### src/rtl/pipeline_control.sv
// Stall/flush sequencer for the five-stage pipeline. Strobes are combinational from the state and inputs,
// with zero latency; only the state, vcnt and hold_count are registered. A load-use stall inserts one bubble.
module pipeline_control #(
    parameter int CNT_W  = 4,
    parameter int PERF_W = 16
) (
    input  logic              clk,
    input  logic              rst,
    input  logic              stall_fwd,
    input  logic              branch_taken_ex,
    input  logic              vop_start,
    input  logic [CNT_W-1:0]  vop_cycles,
    input  logic              mem_wait,
    output logic              pc_en,
    output logic              ifid_en,
    output logic              idex_en,
    output logic              exmem_en,
    output logic              memwb_en,
    output logic              ifid_flush,
    output logic              idex_flush,
    output logic              exmem_flush,
    output logic              memwb_flush,
    output logic              vbusy,
    output logic [PERF_W-1:0] hold_count
);

    typedef enum logic [1:0] {
        ST_RUN    = 2'd0,
        ST_SHADOW = 2'd1,
        ST_VBUSY  = 2'd2
    } state_t;

    state_t             state_q, state_d;
    logic [CNT_W-1:0]   vcnt_q, vcnt_d;
    logic [PERF_W-1:0]  hold_count_q, hold_count_d;

    always_ff @(posedge clk or negedge rst) begin
        if (!rst) begin
            state_q      <= ST_RUN;
            vcnt_q       <= '0;
            hold_count_q <= '0;
        end else begin
            state_q      <= state_d;
            vcnt_q       <= vcnt_d;
            hold_count_q <= hold_count_d;
        end
    end

    always_comb begin
        state_d     = state_q;
        vcnt_d      = vcnt_q;
        pc_en       = 1'b1;
        ifid_en     = 1'b1;
        idex_en     = 1'b1;
        exmem_en    = 1'b1;
        memwb_en    = 1'b1;
        ifid_flush  = 1'b0;
        idex_flush  = 1'b0;
        exmem_flush = 1'b0;
        memwb_flush = 1'b0;

        if (mem_wait) begin
            // Freeze everything upstream of WB; WB drains a bubble.
            pc_en       = 1'b0;
            ifid_en     = 1'b0;
            idex_en     = 1'b0;
            exmem_en    = 1'b0;
            memwb_flush = 1'b1;
        end else if (state_q == ST_VBUSY) begin
            pc_en       = 1'b0;
            ifid_en     = 1'b0;
            idex_en     = 1'b0;
            exmem_flush = 1'b1;
            if (vcnt_q == CNT_W'(1)) begin
                state_d = ST_RUN;
                vcnt_d  = '0;
            end else begin
                vcnt_d  = vcnt_q - CNT_W'(1);
            end
        end else if (stall_fwd && (state_q == ST_RUN)) begin
            pc_en       = 1'b0;
            ifid_en     = 1'b0;
            idex_en     = 1'b0;
            exmem_flush = 1'b1;
            state_d     = ST_SHADOW;
        end else if (vop_start && (vop_cycles >= CNT_W'(2))) begin
            // The start cycle is the first of the N-1 hold cycles.
            pc_en       = 1'b0;
            ifid_en     = 1'b0;
            idex_en     = 1'b0;
            exmem_flush = 1'b1;
            if (vop_cycles >= CNT_W'(3)) begin
                state_d = ST_VBUSY;
                vcnt_d  = vop_cycles - CNT_W'(2);
            end else begin
                state_d = ST_RUN;
            end
        end else begin
            if (branch_taken_ex) begin
                ifid_flush = 1'b1;
                idex_flush = 1'b1;
            end
            // SHADOW lasts exactly one cycle.
            state_d = ST_RUN;
        end

        // Reset overrides every strobe immediately, without waiting for a clock.
        if (!rst) begin
            pc_en       = 1'b0;
            ifid_en     = 1'b0;
            idex_en     = 1'b0;
            exmem_en    = 1'b0;
            memwb_en    = 1'b0;
            ifid_flush  = 1'b1;
            idex_flush  = 1'b1;
            exmem_flush = 1'b1;
            memwb_flush = 1'b1;
        end

        hold_count_d = hold_count_q;
        if (!pc_en && (hold_count_q != {PERF_W{1'b1}})) begin
            hold_count_d = hold_count_q + PERF_W'(1);
        end
    end

    assign vbusy      = (state_q == ST_VBUSY);
    assign hold_count = hold_count_q;

endmodule

### config.mk
export PLATFORM = sky130hd
export DESIGN_NAME = pipeline_control
export DESIGN_NICKNAME = d
export VERILOG_FILES = /design/src/rtl/pipeline_control.sv
export SDC_FILE = /design/constraint.sdc
export NUM_CORES = 1
export LEC_CHECK = 0
export CORE_MARGIN = 2
export CORE_UTILIZATION = 48
export DETAILED_ROUTE_END_ITERATION = 7
export GPL_ROUTABILITY_DRIVEN = 0
export GPL_TIMING_DRIVEN = 0
export HOLD_SLACK_MARGIN = 0.08
export PLACE_DENSITY = 0.76
export SYNTH_ARGS = -nofsm -noshare
export SYNTH_HDL_FRONTEND = slang
export SYNTH_SLANG_ARGS = --single-unit
### constraint.sdc
create_clock -name clk -period 2.3 [get_ports clk]
set_input_delay 0.575 -clock clk [delete_from_list [all_inputs] [get_ports clk]]
set_output_delay 0.575 -clock clk [all_outputs]
set_load 0.01 [all_outputs]
# After elaboration in Yosys (flattened, before gate mapping)
# Cells that the tools add are included.
# word_totals
reg_bits	22
in_bits	10
out_inout_bits	26
elab_cells	54
# classes
add_sub_neg	3
n_lt_le_gt_ge	2
eq_ne	5
mux	31
n_bitwise	1
n_reduce_logical	9
# op_table
cell	count
1-bit 2-to-1 mux	21
4-bit 2-to-1 mux	5
16-bit by 1-bit adder with 16-bit output (second input constant)	1
16-bit != test (second input constant)	1
2-bit 2-to-1 mux	5
4-bit by 2-bit greater-or-equal comparator with 1-bit output (second input constant)	2
4-bit by 1-bit equality test with 1-bit output (second input constant)	1
4-bit AND reduction	1
2-bit nonzero test	2
4-bit by 1-bit subtractor with 4-bit output (second input constant)	1
4-bit by 2-bit subtractor with 4-bit output (second input constant)	1
1-bit logical AND	3
2-bit equality test (second input constant)	1
2-bit logical NOT	1
2-bit by 1-bit != test with 1-bit output (second input constant)	1
2-bit != test (second input constant)	1
2-bit AND reduction	1
1-bit logical NOT	1
1-bit inverter	1

# Depth between registers and ports, before layout
# Gate-level depths: netlist of run 1.
# depth
ltp_word	9
ltp_mapped	6
mapped_depth_nobuf	6

# Worst setup path after synthesis of run 1
# Ideal clock, no wire load.
# synth_path
kind	input -> output
from	input mem_wait
to	output ifid_en
arrival_time_ns	1.573
t_required_ns	1.725
slack_ns	0.152
path_stages	5
path_buffers	2
cell_sequence	buf_2 > nor2b_1 > nand3_2 > clkinv_2 > buf_4
# synth_between
elab_chain_len	2
# synth_lines
item	line	text
start, declared	13	input logic mem_wait,
1-bit 2-to-1 mux (2 in a row)	--	
end, declared	15	output logic ifid_en,
# Every way passes these cells.

# Worst setup path in the final report of run 1
# layout_path
from	input stall_fwd
to	output pc_en
# layout_between
elab_chain_len	5
# layout_lines
item	line	text
start, declared	9	input logic stall_fwd,
1-bit logical AND	80	end else if (stall_fwd && (state_q == ST_RUN)) begin
1-bit 2-to-1 mux	80	
1-bit 2-to-1 mux	69	end else if (state_q == ST_VBUSY) begin
1-bit 2-to-1 mux	62	if (mem_wait) begin
1-bit 2-to-1 mux	108	if (!rst) begin
end, declared	14	output logic pc_en,
# Every way passes these cells.

==> results_dict.tcl, run 1 <==
set metrics [dict create \
    status "finished clean" \
    maxSlewHeadroom_pct 64.3 \
    hold_viol 0 \
    max_freq_ghz 0.447 \
    port_buffers 34 \
    worst_slack_ps 60.7 \
    post-route-period-util_pct 97.4 \
    syn_inst 135 \
    drv_cap 0 \
    cts_tree "yes" \
    synth_flop_cell "dfrtp_1" \
    post-place-ws_ps -1570 \
    slew_viol_final 0 \
    grt_use_total_pct 21.0 \
    crit_required_ps 1730 \
    finalHoldWorstSlack_ps 81.3 \
    finalWirelength_um 3120 \
    num_vias 1168 \
    grt-ovfl-total 0 \
    grt_max_degree 27 \
    cts-buffers-inserted 3 \
    cts_sinks 22 \
    worstPathBufferInverterCount 5 \
    crit_chain "dlygate4sd2_1, o21bai_2, buf_4, nand3_2, clkinv_4, buf_4, clkdlybuf4s15_2" \
    worst_pin_slew_ps 534 \
    cts_root_buf "clkbuf_4" \
    syn-mean-instance-area_um2 10.2 \
    clk_pin_slew_ps 120 \
    worst_setup_path_start_kind "input port" \
    first_pass_iters 4 \
    routed_via_density 5.62 \
    ys_types 42 \
    p_per_area_mw_per_mm2 909 \
    ant_nets 0 \
    io_pins 36 \
    crit_path_top_delay_cell "dlygate4sd2_1" \
    min_path_type "input port to async pin" \
    synth_area_mm2 0.00137 \
    yosysSeqAreaShare_pct 40.1 \
    layout-drive-gt1-share_pct 23.2 \
    grtUsageMet1_pct 28.2 \
    place_area_mm2 0.00175 \
    antenna_found_initial 0 \
    setup_viol 0 \
    insertion_delay_ps 320 \
    grt_pass1_vias 1197 \
    clk_path_buf_depth 2 \
    cts.htree.levels 1 \
    routedWlPerCell_um 15.0 \
    dieArea_mm2 0.00330 \
    nNetsFinal 192 \
    yosysWarnings 0 \
    end_kind "output pin" \
    grtUsageMet2_pct 35.7 \
    diodes 0 \
    critPathMaxStageDelay_ps 250 \
    core_area_mm2 0.00273 \
    die_x_um 57.5 \
    clock_skew_ps 2.38 \
    vdd_ir_drop_max_v 0.000692 \
    min_period_ps 2240 \
    grt_use_met3_pct 2.27 \
    route.detailed.drc 0 \
    synth_edf_count 0 \
    crit_top_cell "buf_4" \
    critPathArrivalTime_ps 1660 \
    dpl.hpwl_um 2270 \
    rsz0062_at_grt "false" \
    leakagePower_nw 0.763 \
    drt_iter0_drc 42 \
    cp_top_family "buffers and inverters" \
    grt_pass1_wl_um 5460 \
    chipHeight_um 57.5 \
    ys_ff_latch 22 \
    fp-row-count 19 \
    area_growth_pct 33.7 \
    start_util_pct 50.2 \
    async_flop_share_pct 100 \
    synth_fp_nets 149 \
    busiest_layer "met2" \
    critical_path_class "input port to output pin" \
    crit_fanout 4 \
    final_area_mm2 0.00184 \
]
[report_power, final]
group | switching (mW) | internal (mW)
sequential | 0.159 | 0.517
combinational | 0.360 | 0.411
clock | 0.123 | 0.0969
total | 0.643 | 1.03
[worst register-to-register path, cell delays in order (launching register included)]
cell	delay, ps
dfrtp_1	440
ha_1	250
and3_1	210
and4_4	190
buf_6	140
a2111oi_4	360
xor2_1	210
[repair_timing]
item | 4_1_cts | 5_1_grt
pin swaps | 4 | 2
endpoints found under the hold margin | 0 | 1
cloned | 0 | 0
setup endpoints to repair | 25 | 4
resized for setup | 35 | 5
setup buffers | 3 | 0
hold buffers | 0 | 1
[synthesized netlist by cell type (2+ instances only)]
library cell / number / area share [%]
a211oi_1: 2 / 1.1
buf_6: 2 / 1.6
nor2_1: 10 / 2.7
and2_1: 2 / 0.91
nor3_1: 2 / 0.73
o211ai_1: 3 / 1.6
nand4_1: 6 / 2.7
a31oi_1: 3 / 1.4
inv_1: 7 / 1.9
mux2i_1: 2 / 1.5
o31ai_1: 2 / 1.1
buf_2: 2 / 0.73
xor2_1: 10 / 6.4
xnor2_1: 6 / 3.8
nand2b_1: 2 / 0.91
nor4_2: 4 / 3.6
dfrtp_1: 22 / 40
nand3_1: 4 / 1.5
nand2_1: 10 / 2.7
ha_1: 4 / 3.6
mux2_2: 2 / 1.6
and4_4: 2 / 1.6
buf_4: 4 / 2.2
o21ai_0: 4 / 1.5
[worst paths after layout]
path / startpoint / endpoint / slack (ps) / cells after the start
setup reg to reg: hold_count[0]$_DFFE_PN0P_ / hold_count[5]$_DFFE_PN0P_ / 440 / 6
min in group clk: hold_count[8]$_DFFE_PN0P_ / hold_count[8]$_DFFE_PN0P_ / 520 / 1
hold reg to reg: hold_count[8]$_DFFE_PN0P_ / hold_count[8]$_DFFE_PN0P_ / 520 / 1
hold / removal: rst / hold_count[12]$_DFFE_PN0P_ / 80 / 1
max in group asynchronous: rst / vcnt_q[3]$_DFFE_PN0P_ / 1490 / 2
setup / recovery: stall_fwd / pc_en / 60 / 7
[cells by family (layout without fill, tap and decap cells)]
family / after synthesis / in the layout / share of synthesized area (%)
XOR/XNOR: 16 / 16 / 10.2
AO/OA/AOI/OAI: 23 / 23 / 13.5
multiplexers: 5 / 5 / 4.19
adder cells (fa/ha/maj): 4 / 4 / 3.65
flip-flops: 22 / 22 / 40.1
AND/OR/NAND/NOR: 49 / 49 / 21.5
buffers and inverters: 16 / 58 / 6.84
[metrics by stage]
step	setup TNS (ps)	std cells	util [%]	power, mW
6_report	0	208	67.1	1.67
3_3_place_gp	-19020	200	64.1	1.40
5_1_grt	0	208	67.1	1.80
3_5_place_dp	-20220	200	64.1	1.44
2_1_floorplan	0	135	-	1.10
4_1_cts	0	207	66.9	1.67
[placed cells by master, fill, tap and decap left out, drive strengths merged, types with 2 or more instances in the layout]
cell,count
mux2i,2
xor2,10
dlygate4sd2,4
and4,2
clkdlybuf4s50,21
nand4,7
a31oi,3
nor2,10
xnor2,6
clkdlybuf4s15,4
dfrtp,22
nand2b,2
nor3,2
nor4,5
nand3,5
ha,4
o31ai,2
buf,13
a211oi,2
nand2,10
o21ai,4
a21oi,2
clkbuf,6
inv,7
and2,2
mux2,3
o211ai,3
[final cells by class]
class	count	area [µm²]
Tap cell	31	38.8
Clock buffer	4	36.3
Inverter	8	35.0
Buffer	8	62.6
Multi-Input combinational cell	97	751
Sequential cell	22	551
Fill cell	208	898
Timing Repair Buffer	38	362
[routing by layer]
metal  part of all wire [%]  routed length [µm]
met1                     45                1390
met2                     49                1530
met3                    5.0                 155
met4                    1.2                  38
met5                      0                   0
[state kept, by name (all words and copies together) (netlist names)]
name        count
vcnt_q          4
state_q         2
hold_count     16
(Power assumes the default switching activity.)
==> inputs of run 2 (changes only) <==
--- a/config.mk
+++ b/config.mk
@@ -7,6 +7,7 @@
 export LEC_CHECK = 0
 export CORE_MARGIN = 2
 export CORE_UTILIZATION = 48
+export CTS_CLUSTER_SIZE = 40
 export DETAILED_ROUTE_END_ITERATION = 7
 export GPL_ROUTABILITY_DRIVEN = 0
 export GPL_TIMING_DRIVEN = 0
==> results of run 2 <==
No change in the layout: final DEF, timing and power equal those of run 1.
